<file path="config.mk">
export PLATFORM = sky130hd
export DESIGN_NAME = dmrl3_sched
export DESIGN_NICKNAME = d
export VERILOG_FILES = /design/src/rtl/dmrl3_sched_pkg.sv /design/src/rtl/dmrl3_evt_match.sv /design/src/rtl/dmrl3_sched.sv
export SDC_FILE = /design/constraint.sdc
export NUM_CORES = 1
export LEC_CHECK = 0
export CAP_MARGIN = 20
export CORE_ASPECT_RATIO = 0.9
export CORE_UTILIZATION = 63
export DETAILED_ROUTE_END_ITERATION = 10
export HOLD_SLACK_MARGIN = 0.12
export PLACE_DENSITY_LB_ADDON = 0.25
export SYNTH_ARGS = -nofsm -noshare
export SYNTH_HDL_FRONTEND = slang
export SYNTH_SLANG_ARGS = --single-unit
</file>
<file path="constraint.sdc">
create_clock -name clk -period 4.9 [get_ports clk]
set_clock_uncertainty 0.05 [all_clocks]
set_input_delay 0.98 -clock clk [delete_from_list [all_inputs] [get_ports clk]]
set_output_delay 0.98 -clock clk [all_outputs]
set_load 0.05 [all_outputs]
</file>
<file path="src/rtl/dmrl3_sched_pkg.sv">
// Shared types and constants for the dmrl3 frame scheduler: entry layout,
// channel encoding, FSM states and default frame period.
package dmrl3_sched_pkg;

  localparam int TIME_W     = 15;
  localparam int CH_W       = 2;
  localparam int N_CH       = 3;
  localparam int ADDR_W     = 4;
  localparam int ENTRY_W    = 19;
  localparam int PERIOD_DEF = 15000;

  localparam logic [CH_W-1:0] CH_MOD   = 2'd0;
  localparam logic [CH_W-1:0] CH_GEN   = 2'd1;
  localparam logic [CH_W-1:0] CH_SINHR = 2'd2;
  localparam logic [CH_W-1:0] CH_OFF   = 2'd3;

  // Field order matches the cfg_data bit layout, MSB first.
  typedef struct packed {
    logic              off;
    logic              lvl;
    logic [CH_W-1:0]   ch;
    logic [TIME_W-1:0] tm;
  } entry_t;

  typedef enum logic [1:0] {
    ST_IDLE  = 2'd0,
    ST_RUN   = 2'd1,
    ST_DRAIN = 2'd2
  } state_t;

endpackage

</file>
<file path="src/rtl/dmrl3_evt_match.sv">
// Combinational event matcher: compares every enabled entry against the
// frame timer and resolves per-channel hits, highest index winning.
module dmrl3_evt_match
  import dmrl3_sched_pkg::*;
#(
  parameter int N_EVT = 16
) (
  input  entry_t [N_EVT-1:0] entries,
  input  logic [TIME_W-1:0]  timer,
  input  logic [TIME_W-1:0]  period,
  input  logic [TIME_W-1:0]  offset,
  output logic [N_CH-1:0]    hit,
  output logic [N_CH-1:0]    lvl
);

  logic [TIME_W:0] eff;

  // Ascending scan lets a later (higher) index overwrite an earlier hit.
  always_comb begin
    hit = '0;
    lvl = '0;
    eff = '0;
    for (int i = 0; i < N_EVT; i++) begin
      eff = {1'b0, entries[i].tm} + (entries[i].off ? {1'b0, offset} : '0);
      if ((entries[i].ch != CH_OFF) && (eff == {1'b0, timer}) &&
          (eff < {1'b0, period})) begin
        hit[entries[i].ch] = 1'b1;
        lvl[entries[i].ch] = entries[i].lvl;
      end
    end
  end

endmodule

</file>
<file path="src/rtl/dmrl3_sched.sv">
// Frame scheduler driving upr_mod/upr_gen/sinhr from a timed event table.
// Define DMRL3_OFFSET_EN to add the off_we/off_data offset register.
module dmrl3_sched #(
  parameter int N_EVT      = 16,
  parameter int PERIOD_DEF = dmrl3_sched_pkg::PERIOD_DEF
) (
  input  logic        clk,
  input  logic        rst,
  input  logic        cfg_we,
  input  logic [3:0]  cfg_addr,
  input  logic [18:0] cfg_data,
  input  logic        per_we,
  input  logic [14:0] per_data,
`ifdef DMRL3_OFFSET_EN
  input  logic        off_we,
  input  logic [14:0] off_data,
`endif
  input  logic        start,
  input  logic        stop,
  output logic        upr_mod,
  output logic        upr_gen,
  output logic        sinhr,
  output logic        busy,
  output logic        frame_strobe,
  output logic        cfg_err
);

  import dmrl3_sched_pkg::*;

  localparam logic [TIME_W-1:0] PER_RST   = TIME_W'(PERIOD_DEF);
  localparam entry_t            ENTRY_RST = '{off: 1'b0, lvl: 1'b0, ch: CH_OFF, tm: '0};

  state_t              state_q, state_d;
  logic [TIME_W-1:0]   timer_q, timer_d;
  logic [TIME_W-1:0]   period_q, period_d;
  logic [TIME_W-1:0]   per_sh_q, per_sh_d;
  entry_t [N_EVT-1:0]  entry_q, entry_d;
  logic [N_CH-1:0]     out_q, out_d;
  logic                frame_q, frame_d;
  logic                err_q, err_d;
  logic [N_CH-1:0]     hit, hit_lvl;
  logic [TIME_W-1:0]   offset_cur;
  logic                active, wrap;

  assign active = (state_q != ST_IDLE);
  assign wrap   = active && (timer_q == period_q - 15'd1);

`ifdef DMRL3_OFFSET_EN
  logic [TIME_W-1:0] offset_q, offset_d, off_sh_q, off_sh_d;

  always_comb begin
    off_sh_d = off_sh_q;
    offset_d = offset_q;
    if (off_we) off_sh_d = off_data;
    if (!active || wrap) offset_d = off_sh_d;
  end

  always_ff @(posedge clk) begin
    if (rst) begin
      offset_q <= '0;
      off_sh_q <= '0;
    end else begin
      offset_q <= offset_d;
      off_sh_q <= off_sh_d;
    end
  end

  assign offset_cur = offset_q;
`else
  assign offset_cur = '0;
`endif

  dmrl3_evt_match #(
    .N_EVT (N_EVT)
  ) u_match (
    .entries (entry_q),
    .timer   (timer_q),
    .period  (period_q),
    .offset  (offset_cur),
    .hit     (hit),
    .lvl     (hit_lvl)
  );

  always_comb begin
    state_d = state_q;
    unique case (state_q)
      ST_IDLE:  if (start && !stop) state_d = ST_RUN;
      ST_RUN:   if (stop) state_d = ST_DRAIN;
      ST_DRAIN: if (wrap) state_d = ST_IDLE;
      default:  state_d = ST_IDLE;
    endcase

    timer_d = '0;
    if (active && !wrap) timer_d = timer_q + 15'd1;

    // Shadow takes the new period; the live period follows it while idle
    // or at the frame wrap so a running frame never changes length.
    err_d    = 1'b0;
    per_sh_d = per_sh_q;
    period_d = period_q;
    if (per_we) begin
      if (per_data < 15'd2) err_d = 1'b1;
      else                  per_sh_d = per_data;
    end
    if (!active || wrap) period_d = per_sh_d;

    entry_d = entry_q;
    if (cfg_we) begin
      for (int i = 0; i < N_EVT; i++) begin
        if (cfg_addr == ADDR_W'(i)) entry_d[i] = entry_t'(cfg_data);
      end
    end

    out_d = out_q;
    if (active) begin
      for (int c = 0; c < N_CH; c++) begin
        if (hit[c]) out_d[c] = hit_lvl[c];
      end
    end
    if (state_d == ST_IDLE) out_d = '0;

    frame_d = active && (timer_q == '0);
  end

  always_ff @(posedge clk) begin
    if (rst) begin
      state_q  <= ST_IDLE;
      timer_q  <= '0;
      period_q <= PER_RST;
      per_sh_q <= PER_RST;
      entry_q  <= {N_EVT{ENTRY_RST}};
      out_q    <= '0;
      frame_q  <= 1'b0;
      err_q    <= 1'b0;
    end else begin
      state_q  <= state_d;
      timer_q  <= timer_d;
      period_q <= period_d;
      per_sh_q <= per_sh_d;
      entry_q  <= entry_d;
      out_q    <= out_d;
      frame_q  <= frame_d;
      err_q    <= err_d;
    end
  end

  assign upr_mod      = out_q[CH_MOD];
  assign upr_gen      = out_q[CH_GEN];
  assign sinhr        = out_q[CH_SINHR];
  assign busy         = active;
  assign frame_strobe = frame_q;
  assign cfg_err      = err_q;

endmodule

</file>
; ---- Yosys cells after proc, flatten, opt, wreduce, memory -nomap -nowiden
; Cells that the tools add are included.
[word_totals]
romBits = 0
in_bits = 44
ramBits = 0
out_inout_bits = 6
memories = 0
elab_cells = 345
ff_bits = 340
latch_bits = 0
[classes]
shift = 0
n_mux = 86
addsub = 2
div = 0
n_lt_le_gt_ge = 49
reduce_logical = 83
n_bitwise = 18
n_eq_ne = 50
multipliers = 0
[op_table]
columns = operator, n
row1 = equality test 15 bit, 17
row2 = < comparator 15 bit, 16
row3 = two-way mux 3 bit, 32
row4 = logical AND 1 bit, 52
row5 = < comparator 2 x 3 -> 1 bit (second input constant), 16
row6 = bitwise mux 3 bit, 15
row7 = bitwise OR 3 bit, 15
row8 = AND reduction 2 bit, 19
row9 = demux 1 bit (select 2 bit), 16
row10 = equality test 4 bit (second input constant), 8
row11 = greater-or-equal comparator 2 x 1 -> 1 bit (second input constant), 16
row12 = != test 2 bit (second input constant), 16
row13 = two-way mux 15 bit, 2
row14 = two-way mux 1 bit, 17
row15 = equality test 4 x 3 -> 1 bit (second input constant), 4
row16 = adder 15 x 1 -> 15 bit (second input constant), 1
row17 = zero test 15 bit, 1
row18 = < comparator 15 x 2 -> 1 bit (second input constant), 1
row19 = subtractor 15 x 1 -> 15 bit (second input constant), 1
row20 = equality test 4 x 2 -> 1 bit (second input constant), 2
row21 = two-way mux 2 bit, 3
row22 = case mux 2 bit (3 select lines), 1
row23 = OR reduction 2 bit, 3
row24 = equality test 4 x 1 -> 1 bit (second input constant), 1
row25 = other kinds (9), 13

; ---- Longest topological paths before layout
; Gate-level depths: netlist (run 1).
[depth]
depth_word = 36
depth_mapped = 14
depth_no_buf = 12

; ---- Hierarchy
; From an unflattened synthesis (run 1), not the netlist that was laid out.
[unflattened]
hier_cells = 5144
area_unflattened_um2 = 38513.2
[modules_own_cells]
columns = mod, area_per_inst_um2, seq_area_each_um2, cells_per_inst, instances
row1 = dmrl3_evt_match, 25221.7, 0.0, 3466, 1
row2 = dmrl3_sched, 13291.5, 7126.8, 1678, 1

; ---- Worst setup path before layout (run 1)
; No wires, ideal clock.
[synth_path]
path_kind = register to register
startpoint = register period_q[6]
endpoint = register out_q[0]
setup_ns = 0.086
arrival_time_ns = 3.468
slack_ns = 1.296
required_time_ns = 4.764
path_buffers = 1
path_stages_with_launch = 14
synth_period_minus_slack_ns = 3.604
cell_sequence = dfxtp_1 > clkbuf_1 > inv_1 > ha_1 > or4_1 > a21oi_1 > o21ai_0 > a2111oi_0 > nand3_1 > nand2_1 > a2111oi_0 > or4_1 > a211o_1 > a211oi_1
[synth_between]
elab_chain_len = 34
elab_cells_between_ends = 102
cone_classes = add/sub: 1 / order compare: 16 / eq/ne: 1 / mux: 49 / bitwise: 15 / reduce/logical: 20
[synth_lines]
columns = item, line
row1 = "start, declared", dmrl3_sched.sv:35  ; logic [TIME_W-1:0] period_q, period_d;
row2 = "start signal, assigned", dmrl3_sched.sv:138  ; period_q <= period_d;
row3 = < comparator 15 bit, dmrl3_evt_match.sv:26  ; (eff < {1'b0, period})) begin
row4 = logical AND 1 bit, dmrl3_evt_match.sv:25  ; if ((entries[i].ch != CH_OFF) && (eff == {1'b0, timer}) &&
row5 = two-way mux 3 bit, dmrl3_evt_match.sv:25
row6 = bitwise OR 3 bit (no line), -
row7 = two-way mux 3 bit, dmrl3_evt_match.sv:25
row8 = bitwise OR 3 bit (no line), -
row9 = two-way mux 3 bit, dmrl3_evt_match.sv:25
row10 = bitwise OR 3 bit (no line), -
row11 = [18 not listed], -
row12 = two-way mux 3 bit, dmrl3_evt_match.sv:25
row13 = bitwise OR 3 bit (no line), -
row14 = two-way mux 3 bit, dmrl3_evt_match.sv:25
row15 = bitwise OR 3 bit (no line), -
row16 = two-way mux 3 bit, dmrl3_evt_match.sv:25
row17 = bitwise OR 3 bit (no line), -
row18 = two-way mux 3 bit, dmrl3_evt_match.sv:25
row19 = AND reduction 2 bit (no line), -
row20 = "end signal, assigned", dmrl3_sched.sv:141  ; out_q <= out_d;
row21 = "end, declared", dmrl3_sched.sv:38  ; logic [N_CH-1:0] out_q, out_d;
; Parallel ways exist; a longest one is shown, timed or not.
; A chain may end at the register's enable or synchronous reset.

; ---- Final worst setup path (run 1)
[layout_path]
startpoint = register period_q[9]
endpoint = register out_q[0]
; The elaborated chain is that of the path after synthesis.

==> report_table.html, run 1 <==
<table>
<tr><th>Metric</th><th>Value</th></tr>
<tr><th colspan="2">Run status</th></tr>
<tr><td>Run status</td><td>finished clean</td></tr>
<tr><th colspan="2">Setup path</th></tr>
<tr><td>R2r worst-path depth</td><td>13</td></tr>
<tr><td>Cell family with most CP delay</td><td>compound AO/OA/AOI/OAI gates</td></tr>
<tr><td>Endpoint of the worst register-to-register path</td><td>out_q[0]</td></tr>
<tr><td>Critical path's largest stage delay</td><td>0.82 ns</td></tr>
<tr><td>Number of logic stages on the critical path including buffering</td><td>13</td></tr>
<tr><td>Launching element of the worst setup path</td><td>period_q[9]</td></tr>
<tr><td>Critical path peak fanout</td><td>9</td></tr>
<tr><td>Crit path buffers/inverters</td><td>2</td></tr>
<tr><td>Cell breakdown of the critical path</td><td>inv_1 &gt; buf_4 &gt; ha_1 &gt; a21o_1 &gt; nand3_1 &gt; a21oi_1 &gt; a2111oi_0 &gt; nand3_1 &gt; nand2_1 &gt; a2111oi_0 &gt; or4_1 &gt; a211o_1 &gt; a211oi_1</td></tr>
<tr><td>CP Data Arrival Time</td><td>4.86 ns</td></tr>
<tr><td>Worst R2R Start</td><td>period_q[9]</td></tr>
<tr><td>CP required</td><td>5.31 ns</td></tr>
<tr><td>Slowest cell on crit path</td><td>sky130_fd_sc_hd__a2111oi_0</td></tr>
<tr><td>Crit path kind</td><td>reg2reg</td></tr>
<tr><td>CP Capture Point</td><td>out_q[0]</td></tr>
<tr><td>Critical Path Source Type</td><td>flip-flop</td></tr>
<tr><td>Type of destination of the critical path</td><td>flip-flop</td></tr>
<tr><td>Register-to-register path setup slack</td><td>0.45 ns</td></tr>
<tr><th colspan="2">CTS</th></tr>
<tr><td>Clock tree buffer depth</td><td>3</td></tr>
<tr><td>Post-CTS Resized</td><td>0</td></tr>
<tr><td>Clock insertion delay at the later pin of the skew report</td><td>0.54 ns</td></tr>
<tr><td>H-tree depth</td><td>2</td></tr>
<tr><td>Setup fix buffers added after clock tree synthesis</td><td>0</td></tr>
<tr><td>Total clock buffers created by CTS</td><td>38</td></tr>
<tr><td>Cell at the root of the clock tree</td><td>sky130_fd_sc_hd__clkbuf_16</td></tr>
<tr><td>Total of hold buffers inserted after clock tree synthesis</td><td>0</td></tr>
<tr><td>Clock transition at the register clock pins on the worst setup and hold paths after CTS</td><td>0.06 ns</td></tr>
<tr><td>Total number of clock tree sinks</td><td>340</td></tr>
<tr><td>Clock tree from TritonCTS</td><td>done</td></tr>
<tr><th colspan="2">Synthesis</th></tr>
<tr><td>Count leader, synth</td><td>sky130_fd_sc_hd__nand2_1</td></tr>
<tr><td>Cell count after synthesis</td><td>2721</td></tr>
<tr><td>Top cell types by occurrence after synthesis</td><td>sky130_fd_sc_hd__nand2_1 (633), sky130_fd_sc_hd__a21oi_1 (348), sky130_fd_sc_hd__dfxtp_1 (340)</td></tr>
<tr><td>Post-synthesis mux area share</td><td>0.00524</td></tr>
<tr><td>Area share of the leading cell type in the synthesized netlist</td><td>0.317</td></tr>
<tr><td>Synthesized flop and latch total</td><td>340</td></tr>
<tr><td>Number of enable-type register cells in the synthesized netlist</td><td>0</td></tr>
<tr><td>Post-synthesis sequential area ratio</td><td>0.317</td></tr>
<tr><td>XOR/XNOR share of the synthesized area</td><td>0.109</td></tr>
<tr><td>Area fraction in and, or, nand and nor cells after synthesis</td><td>0.236</td></tr>
<tr><td>Post-synthesis adder-cell area fraction</td><td>0.132</td></tr>
<tr><td>Dominant combinational cell family by area after synthesis</td><td>simple AND/OR/NAND/NOR gates</td></tr>
<tr><td>Mean cell area of the mapped netlist</td><td>7.89 sq um</td></tr>
<tr><td>Area contributors post-synth</td><td>sky130_fd_sc_hd__dfxtp_1 (32%), sky130_fd_sc_hd__ha_1 (13%), sky130_fd_sc_hd__nand2_1 (11%)</td></tr>
<tr><td>Top cell type by total area after synthesis</td><td>sky130_fd_sc_hd__dfxtp_1</td></tr>
<tr><td>Ys async rst share</td><td>0</td></tr>
<tr><td>Complex-gate fraction of the synthesized area</td><td>0.161</td></tr>
<tr><td>Synthesized Nets</td><td>2992</td></tr>
<tr><td>Synth Cell Area</td><td>21500 sq um</td></tr>
<tr><td>Synth unique cells</td><td>72</td></tr>
<tr><td>Total number of yosys warnings</td><td>0</td></tr>
<tr><td>Top FF cell, synth</td><td>sky130_fd_sc_hd__dfxtp_1</td></tr>
<tr><th colspan="2">Drt</th></tr>
<tr><td>Vias per Instance</td><td>6.59</td></tr>
<tr><td>Number of detailed-route iterations in the first pass</td><td>5</td></tr>
<tr><td>Overall routed net length</td><td>77500 microns</td></tr>
<tr><td>Average detailed-routed wire length per instance</td><td>24.0 microns</td></tr>
<tr><td>Residual DRC</td><td>0</td></tr>
<tr><td>Antenna-violating nets left</td><td>0</td></tr>
<tr><td>Drt initial violations</td><td>2298</td></tr>
<tr><td>Via count</td><td>21300</td></tr>
<tr><th colspan="2">STA</th></tr>
<tr><td>Final setup violation count</td><td>0</td></tr>
<tr><td>Worst max-slew margin expressed relative to the limit</td><td>0.129</td></tr>
<tr><td>Setup TNS</td><td>0 ns</td></tr>
<tr><td>Worst hold slack</td><td>0.414 ns</td></tr>
<tr><td>Max Clk Rate</td><td>225 MHz</td></tr>
<tr><td>Final count of hold timing violations</td><td>0</td></tr>
<tr><td>Shortest clock period the worst path allows after layout</td><td>4.45 ns</td></tr>
<tr><td>Final setup slack of the worst path</td><td>0.451 ns</td></tr>
<tr><td>Setup repair after global routing missed its margin</td><td>no</td></tr>
<tr><td>Final clock period utilization by the worst path</td><td>0.908</td></tr>
<tr><td>Measured slew at the worst slew-check pin</td><td>1.30 ns</td></tr>
<tr><td>Number of max-slew violations in the final report</td><td>0</td></tr>
<tr><th colspan="2">Finish</th></tr>
<tr><td>Layout-stage area growth over the synthesis result</td><td>11.5%</td></tr>
<tr><td>Non-Filler Instances</td><td>3230</td></tr>
<tr><td>Share of cells above drive strength 1</td><td>0.0678</td></tr>
<tr><td>Layout Nets</td><td>3017</td></tr>
<tr><th colspan="2">Global routing</th></tr>
<tr><td>Maximum number of pins on one net before global-route repair</td><td>248</td></tr>
<tr><td>Gr usage total</td><td>0.439</td></tr>
<tr><td>Antenna violations before repair</td><td>0</td></tr>
<tr><td>Final global-route overflow total</td><td>0</td></tr>
<tr><td>Vias in the first global route</td><td>19900</td></tr>
<tr><td>Global-route wire length before repair</td><td>116000 microns</td></tr>
<tr><th colspan="2">Floorplanning</th></tr>
<tr><td>Overall die area</td><td>34800 sq um</td></tr>
<tr><td>Die Span X</td><td>197 microns</td></tr>
<tr><td>Io pins</td><td>50</td></tr>
<tr><td>Starting Density</td><td>0.646</td></tr>
<tr><td>Site Rows</td><td>63</td></tr>
<tr><td>Area of the placeable core</td><td>33300 sq um</td></tr>
<tr><td>Die Y</td><td>177 microns</td></tr>
<tr><th colspan="2">Placed design</th></tr>
<tr><td>Routability congestion estimate from global placement</td><td>1.03</td></tr>
<tr><td>Final HPWL from detailed placement</td><td>53400 microns</td></tr>
<tr><td>Post-Place Worst Slack</td><td>0.659 ns</td></tr>
<tr><td>Count of buffers inserted at the top-level ports</td><td>48</td></tr>
<tr><td>Post-placement cell count</td><td>3159</td></tr>
<tr><th colspan="2">Flow run</th></tr>
<tr><td>Max-cap viol count</td><td>0</td></tr>
<tr><th colspan="2">Power and ir drop</th></tr>
<tr><td>Power density relative to cell area</td><td>282 nW/um^2</td></tr>
<tr><td>P_leak</td><td>10.2 nW</td></tr>
<tr><td>Power Total</td><td>6.76 mW</td></tr>
<tr><td>Peak supply drop</td><td>0.251 mV</td></tr>
<tr><th colspan="2">Worst hold path</th></tr>
<tr><td>Worst min path class</td><td>reg2reg</td></tr>
</table>
registers in the layout, summed over array words and instances, names as in the netlist:
| name | count |
|---|---|
| cfg_err | 1 |
| entry_q | 288 |
| frame_strobe | 1 |
| out_q | 3 |
| per_sh_q | 15 |
| period_q | 15 |
| state_q | 2 |
| timer_q | 15 |
where the power goes:
part,internal (mW),switching (mW)
Sequential,2.82,0.0696
Clock,1.72,1.20
Combinational,0.317,0.628
cell families after synthesis:
family	Yosys count
mux	11
flops	340
compound gates	571
fa+ha+maj	227
simple gates	1090
buf+inv	214
xor+xnor	268
layer usage:
metal  global-route usage  vias to the layer above  part of all wire
met5                    0                        -                 0
met4                0.238                        0             0.061
met3                0.114                      336              0.14
met2                0.657                     1306              0.41
met1                0.577                    10000              0.39
li1                     -                     9610                 -
placed cells by master, fill, tap and decap left out, types with 19 or more instances in the layout:
| master | netlist | layout |
|---|---|---|
| sky130_fd_sc_hd__a211o_1 | 23 | 23 |
| sky130_fd_sc_hd__a21o_1 | 27 | 27 |
| sky130_fd_sc_hd__a21oi_1 | 348 | 348 |
| sky130_fd_sc_hd__and3_1 | 22 | 22 |
| sky130_fd_sc_hd__buf_4 | 0 | 92 |
| sky130_fd_sc_hd__clkbuf_16 | 0 | 41 |
| sky130_fd_sc_hd__clkdlybuf4s50_1 | 0 | 47 |
| sky130_fd_sc_hd__dfxtp_1 | 340 | 338 |
| sky130_fd_sc_hd__ha_1 | 227 | 227 |
| sky130_fd_sc_hd__inv_1 | 52 | 52 |
| sky130_fd_sc_hd__nand2_1 | 633 | 633 |
| sky130_fd_sc_hd__nand3_1 | 58 | 58 |
| sky130_fd_sc_hd__nand3b_1 | 29 | 29 |
| sky130_fd_sc_hd__nand4_1 | 77 | 77 |
| sky130_fd_sc_hd__nor2_1 | 94 | 94 |
| sky130_fd_sc_hd__nor2b_1 | 24 | 24 |
| sky130_fd_sc_hd__nor3_1 | 23 | 19 |
| sky130_fd_sc_hd__nor4_1 | 49 | 49 |
| sky130_fd_sc_hd__o21ai_0 | 42 | 42 |
| sky130_fd_sc_hd__xnor2_1 | 137 | 137 |
| sky130_fd_sc_hd__xor2_1 | 131 | 131 |
metrics by stage:
stage,utilization,cell area [sq um]
2_1_floorplan,-,21500
3_3_place_gp,0.681,22600
3_5_place_dp,0.682,22700
4_1_cts,0.719,23900
5_1_grt,0.720,24000
6_report,0.720,24000
area by class of cell:
cell class              count  area, sq um
flip-flops and latches    340         6810
inverters                  52          195
clock buffers              59         1150
clock inverters             9          100
diodes                      1         2.50
fillers                  2679         9300
well taps                 455          569
multi-input cells        2167        13800
repair buffers            147         1290
worst min path at each step:
stage,start,endpoint,cells after the start
after floorplan,per_sh_q[11],per_sh_q[11],1
after global placement,per_sh_q[9],per_sh_q[9],1
after detailed placement,per_sh_q[12],per_sh_q[12],1
after CTS,per_sh_q[12],per_sh_q[12],1
after global routing,per_sh_q[12],per_sh_q[12],1
final,per_sh_q[12],per_sh_q[12],1
(Power assumes the default switching activity.)
==> run 2, diff against run 1 <==
--- a/config.mk
+++ b/config.mk
@@ -11,6 +11,7 @@
 export DETAILED_ROUTE_END_ITERATION = 10
 export HOLD_SLACK_MARGIN = 0.12
 export PLACE_DENSITY_LB_ADDON = 0.25
+export SLEW_MARGIN = 20
 export SYNTH_ARGS = -nofsm -noshare
 export SYNTH_HDL_FRONTEND = slang
 export SYNTH_SLANG_ARGS = --single-unit
==> report_table.html, run 2 (same netlist as run 1, synthesis figures left out) <==
<table>
<tr><th>Metric</th><th>Value</th></tr>
<tr><th colspan="2">Finish</th></tr>
<tr><td>Biggest register</td><td>entry_q</td></tr>
<tr><td>Inserted Diodes</td><td>0</td></tr>
<tr><td>Number of fillers in the final layout</td><td>2693</td></tr>
<tr><td>Layout Nets</td><td>3013</td></tr>
<tr><td>Most frequent cells in the layout</td><td>sky130_fd_sc_hd__nand2_1 (633), sky130_fd_sc_hd__a21oi_1 (348), sky130_fd_sc_hd__dfxtp_1 (338), sky130_fd_sc_hd__ha_1 (227), sky130_fd_sc_hd__xnor2_1 (137)</td></tr>
<tr><td>Leading cell type in the layout, fill and taps excluded</td><td>sky130_fd_sc_hd__nand2_1</td></tr>
<tr><td>Largest register FFs</td><td>288</td></tr>
<tr><td>Share of cells above drive strength 1</td><td>0.0689</td></tr>
<tr><td>Layout-stage area growth over the synthesis result</td><td>11.6%</td></tr>
<tr><td>Non-Filler Instances</td><td>3226</td></tr>
<tr><th colspan="2">Drt</th></tr>
<tr><td>Total met2 wirelength after detailed routing</td><td>31600 microns</td></tr>
<tr><td>Residual DRC</td><td>0</td></tr>
<tr><td>Drt initial violations</td><td>2428</td></tr>
<tr><td>DR WL met3</td><td>9900 microns</td></tr>
<tr><td>Vias per Instance</td><td>6.56</td></tr>
<tr><td>Average detailed-routed wire length per instance</td><td>24.0 microns</td></tr>
<tr><td>Wire length on met1</td><td>31200 microns</td></tr>
<tr><td>Number of detailed-route iterations in the first pass</td><td>6</td></tr>
<tr><td>Via count</td><td>21200</td></tr>
<tr><td>Overall routed net length</td><td>77400 microns</td></tr>
<tr><td>Highest routing layer actually used</td><td>met4</td></tr>
<tr><td>Antenna-violating nets left</td><td>0</td></tr>
<tr><th colspan="2">Run status</th></tr>
<tr><td>Run status</td><td>finished clean</td></tr>
<tr><th colspan="2">Flow run</th></tr>
<tr><td>Max-cap viol count</td><td>0</td></tr>
<tr><th colspan="2">Worst hold path</th></tr>
<tr><td>Worst min path class</td><td>reg2reg</td></tr>
<tr><td>Hold path startpoint</td><td>per_sh_q[12]</td></tr>
<tr><th colspan="2">Floorplanning</th></tr>
<tr><td>Starting Density</td><td>0.646</td></tr>
<tr><td>Area of the placeable core</td><td>33300 sq um</td></tr>
<tr><td>Io pins</td><td>50</td></tr>
<tr><td>Die Y</td><td>177 microns</td></tr>
<tr><td>Site Rows</td><td>63</td></tr>
<tr><td>Die Span X</td><td>197 microns</td></tr>
<tr><td>Overall die area</td><td>34800 sq um</td></tr>
<tr><th colspan="2">CTS</th></tr>
<tr><td>Setup fix buffers added after clock tree synthesis</td><td>0</td></tr>
<tr><td>Total clock buffers created by CTS</td><td>38</td></tr>
<tr><td>Cell at the root of the clock tree</td><td>sky130_fd_sc_hd__clkbuf_16</td></tr>
<tr><td>Clock transition at the register clock pins on the worst setup and hold paths after CTS</td><td>0.06 ns</td></tr>
<tr><td>Total number of clock tree sinks</td><td>340</td></tr>
<tr><td>Total of hold buffers inserted after clock tree synthesis</td><td>0</td></tr>
<tr><td>H-tree depth</td><td>2</td></tr>
<tr><td>Clock tree from TritonCTS</td><td>done</td></tr>
<tr><td>Clock insertion delay at the later pin of the skew report</td><td>0.55 ns</td></tr>
<tr><td>Clock tree buffer depth</td><td>3</td></tr>
<tr><td>Post-CTS Resized</td><td>0</td></tr>
<tr><th colspan="2">Global routing</th></tr>
<tr><td>Vias in the first global route</td><td>19800</td></tr>
<tr><td>Maximum number of pins on one net before global-route repair</td><td>248</td></tr>
<tr><td>Global-route wire length before repair</td><td>116000 microns</td></tr>
<tr><td>Antenna violations before repair</td><td>0</td></tr>
<tr><td>Gr usage total</td><td>0.440</td></tr>
<tr><td>Final global-route overflow total</td><td>0</td></tr>
<tr><th colspan="2">Power and ir drop</th></tr>
<tr><td>P_leak</td><td>10.2 nW</td></tr>
<tr><td>Peak supply drop</td><td>0.414 mV</td></tr>
<tr><td>Power Total</td><td>6.89 mW</td></tr>
<tr><td>Power density relative to cell area</td><td>288 nW/um^2</td></tr>
<tr><th colspan="2">STA</th></tr>
<tr><td>Number of max-slew violations in the final report</td><td>0</td></tr>
<tr><td>Measured slew at the worst slew-check pin</td><td>1.27 ns</td></tr>
<tr><td>Final clock period utilization by the worst path</td><td>0.910</td></tr>
<tr><td>Final setup violation count</td><td>0</td></tr>
<tr><td>Worst max-slew margin expressed relative to the limit</td><td>0.151</td></tr>
<tr><td>Max Clk Rate</td><td>224 MHz</td></tr>
<tr><td>Setup TNS</td><td>0 ns</td></tr>
<tr><td>Shortest clock period the worst path allows after layout</td><td>4.46 ns</td></tr>
<tr><td>Setup repair after global routing missed its margin</td><td>no</td></tr>
<tr><td>Final count of hold timing violations</td><td>0</td></tr>
<tr><th colspan="2">Setup path</th></tr>
<tr><td>Critical path's largest stage delay</td><td>0.82 ns</td></tr>
<tr><td>Worst R2R Start</td><td>period_q[9]</td></tr>
<tr><td>Slowest cell on crit path</td><td>sky130_fd_sc_hd__a2111oi_0</td></tr>
<tr><td>Launching element of the worst setup path</td><td>period_q[9]</td></tr>
<tr><td>CP required</td><td>5.31 ns</td></tr>
<tr><td>Crit path buffers/inverters</td><td>2</td></tr>
<tr><td>CP Data Arrival Time</td><td>4.88 ns</td></tr>
<tr><td>Critical Path Source Type</td><td>flip-flop</td></tr>
<tr><td>Cell breakdown of the critical path</td><td>inv_1 &gt; buf_4 &gt; ha_1 &gt; a21o_1 &gt; nand3_1 &gt; a21oi_1 &gt; a2111oi_0 &gt; nand3_1 &gt; nand2_1 &gt; a2111oi_0 &gt; or4_1 &gt; a211o_1 &gt; a211oi_1</td></tr>
<tr><td>Cell family with most CP delay</td><td>compound AO/OA/AOI/OAI gates</td></tr>
<tr><td>Type of destination of the critical path</td><td>flip-flop</td></tr>
<tr><td>Critical path peak fanout</td><td>9</td></tr>
<tr><td>Crit path kind</td><td>reg2reg</td></tr>
<tr><th colspan="2">Placed design</th></tr>
<tr><td>Count of buffers inserted at the top-level ports</td><td>48</td></tr>
<tr><td>Post-placement cell count</td><td>3157</td></tr>
<tr><td>Final HPWL from detailed placement</td><td>53100 microns</td></tr>
<tr><td>Routability congestion estimate from global placement</td><td>1.03</td></tr>
</table>
[run 2: worst register-to-register path, cell delays in order (launching register included)]
cell and delay, ns:
sky130_fd_sc_hd__dfxtp_1 0.36, sky130_fd_sc_hd__inv_1 0.67, sky130_fd_sc_hd__buf_4 0.41, sky130_fd_sc_hd__ha_1 0.30, sky130_fd_sc_hd__a21o_1 0.18, sky130_fd_sc_hd__nand3_1 0.07, sky130_fd_sc_hd__a21oi_1 0.08, sky130_fd_sc_hd__a2111oi_0 0.82
sky130_fd_sc_hd__nand3_1 0.37, sky130_fd_sc_hd__nand2_1 0.13, sky130_fd_sc_hd__a2111oi_0 0.07, sky130_fd_sc_hd__or4_1 0.44, sky130_fd_sc_hd__a211o_1 0.25, sky130_fd_sc_hd__a211oi_1 0.18
[run 2: area by class of cell]
class / count / area (sq um) / area share
multi-input cells: 2167 / 13800 / 0.578
flip-flops and latches: 340 / 6810 / 0.284
repair buffers: 143 / 1220 / 0.0510
clock buffers: 58 / 1170 / 0.0488
well taps: 455 / 569 / 0.0238
inverters: 52 / 195 / 0.00814
clock inverters: 11 / 158 / 0.00658
[run 2: path summary, 6_finish.rpt]
kind | endpoint | slack (ns) | depth (start not counted)
worst max-delay path | out_q[0] | 0.44 | 13
worst min-delay path | per_sh_q[12] | 0.41 | 1
worst max register to register | out_q[0] | 0.44 | 13
worst min register to register | per_sh_q[12] | 0.41 | 1
[run 2: stage by stage]
| stage | setup WS (ns) | hold slack [ns] | utilization | cell area (sq um) |
|---|---|---|---|---|
| CTS | 0.662 | 0.416 | 0.721 | 24000 |
| detailed placement | 0.699 | 0.402 | 0.681 | 22700 |
| global placement | 0.717 | 0.400 | 0.681 | 22600 |
| finish | 0.439 | 0.415 | 0.721 | 24000 |
| floorplan | 1.30 | 0.384 | - | 21500 |
| global route | 0.288 | 0.432 | 0.721 | 24000 |
[run 2: per-layer routing]
| metal | global-route usage | vias to the layer above |
|---|---|---|
| met5 | 0 | - |
| met4 | 0.239 | 0 |
| met3 | 0.106 | 320 |
| met2 | 0.652 | 1296 |
| met1 | 0.588 | 9956 |
| li1 | - | 9604 |
[run 2: power breakdown]
part	switching (mW)	leakage (nW)	internal, mW
sequential	0.0694	2.75	2.82
clock	1.21	0.654	1.86
combinational	0.624	6.83	0.312
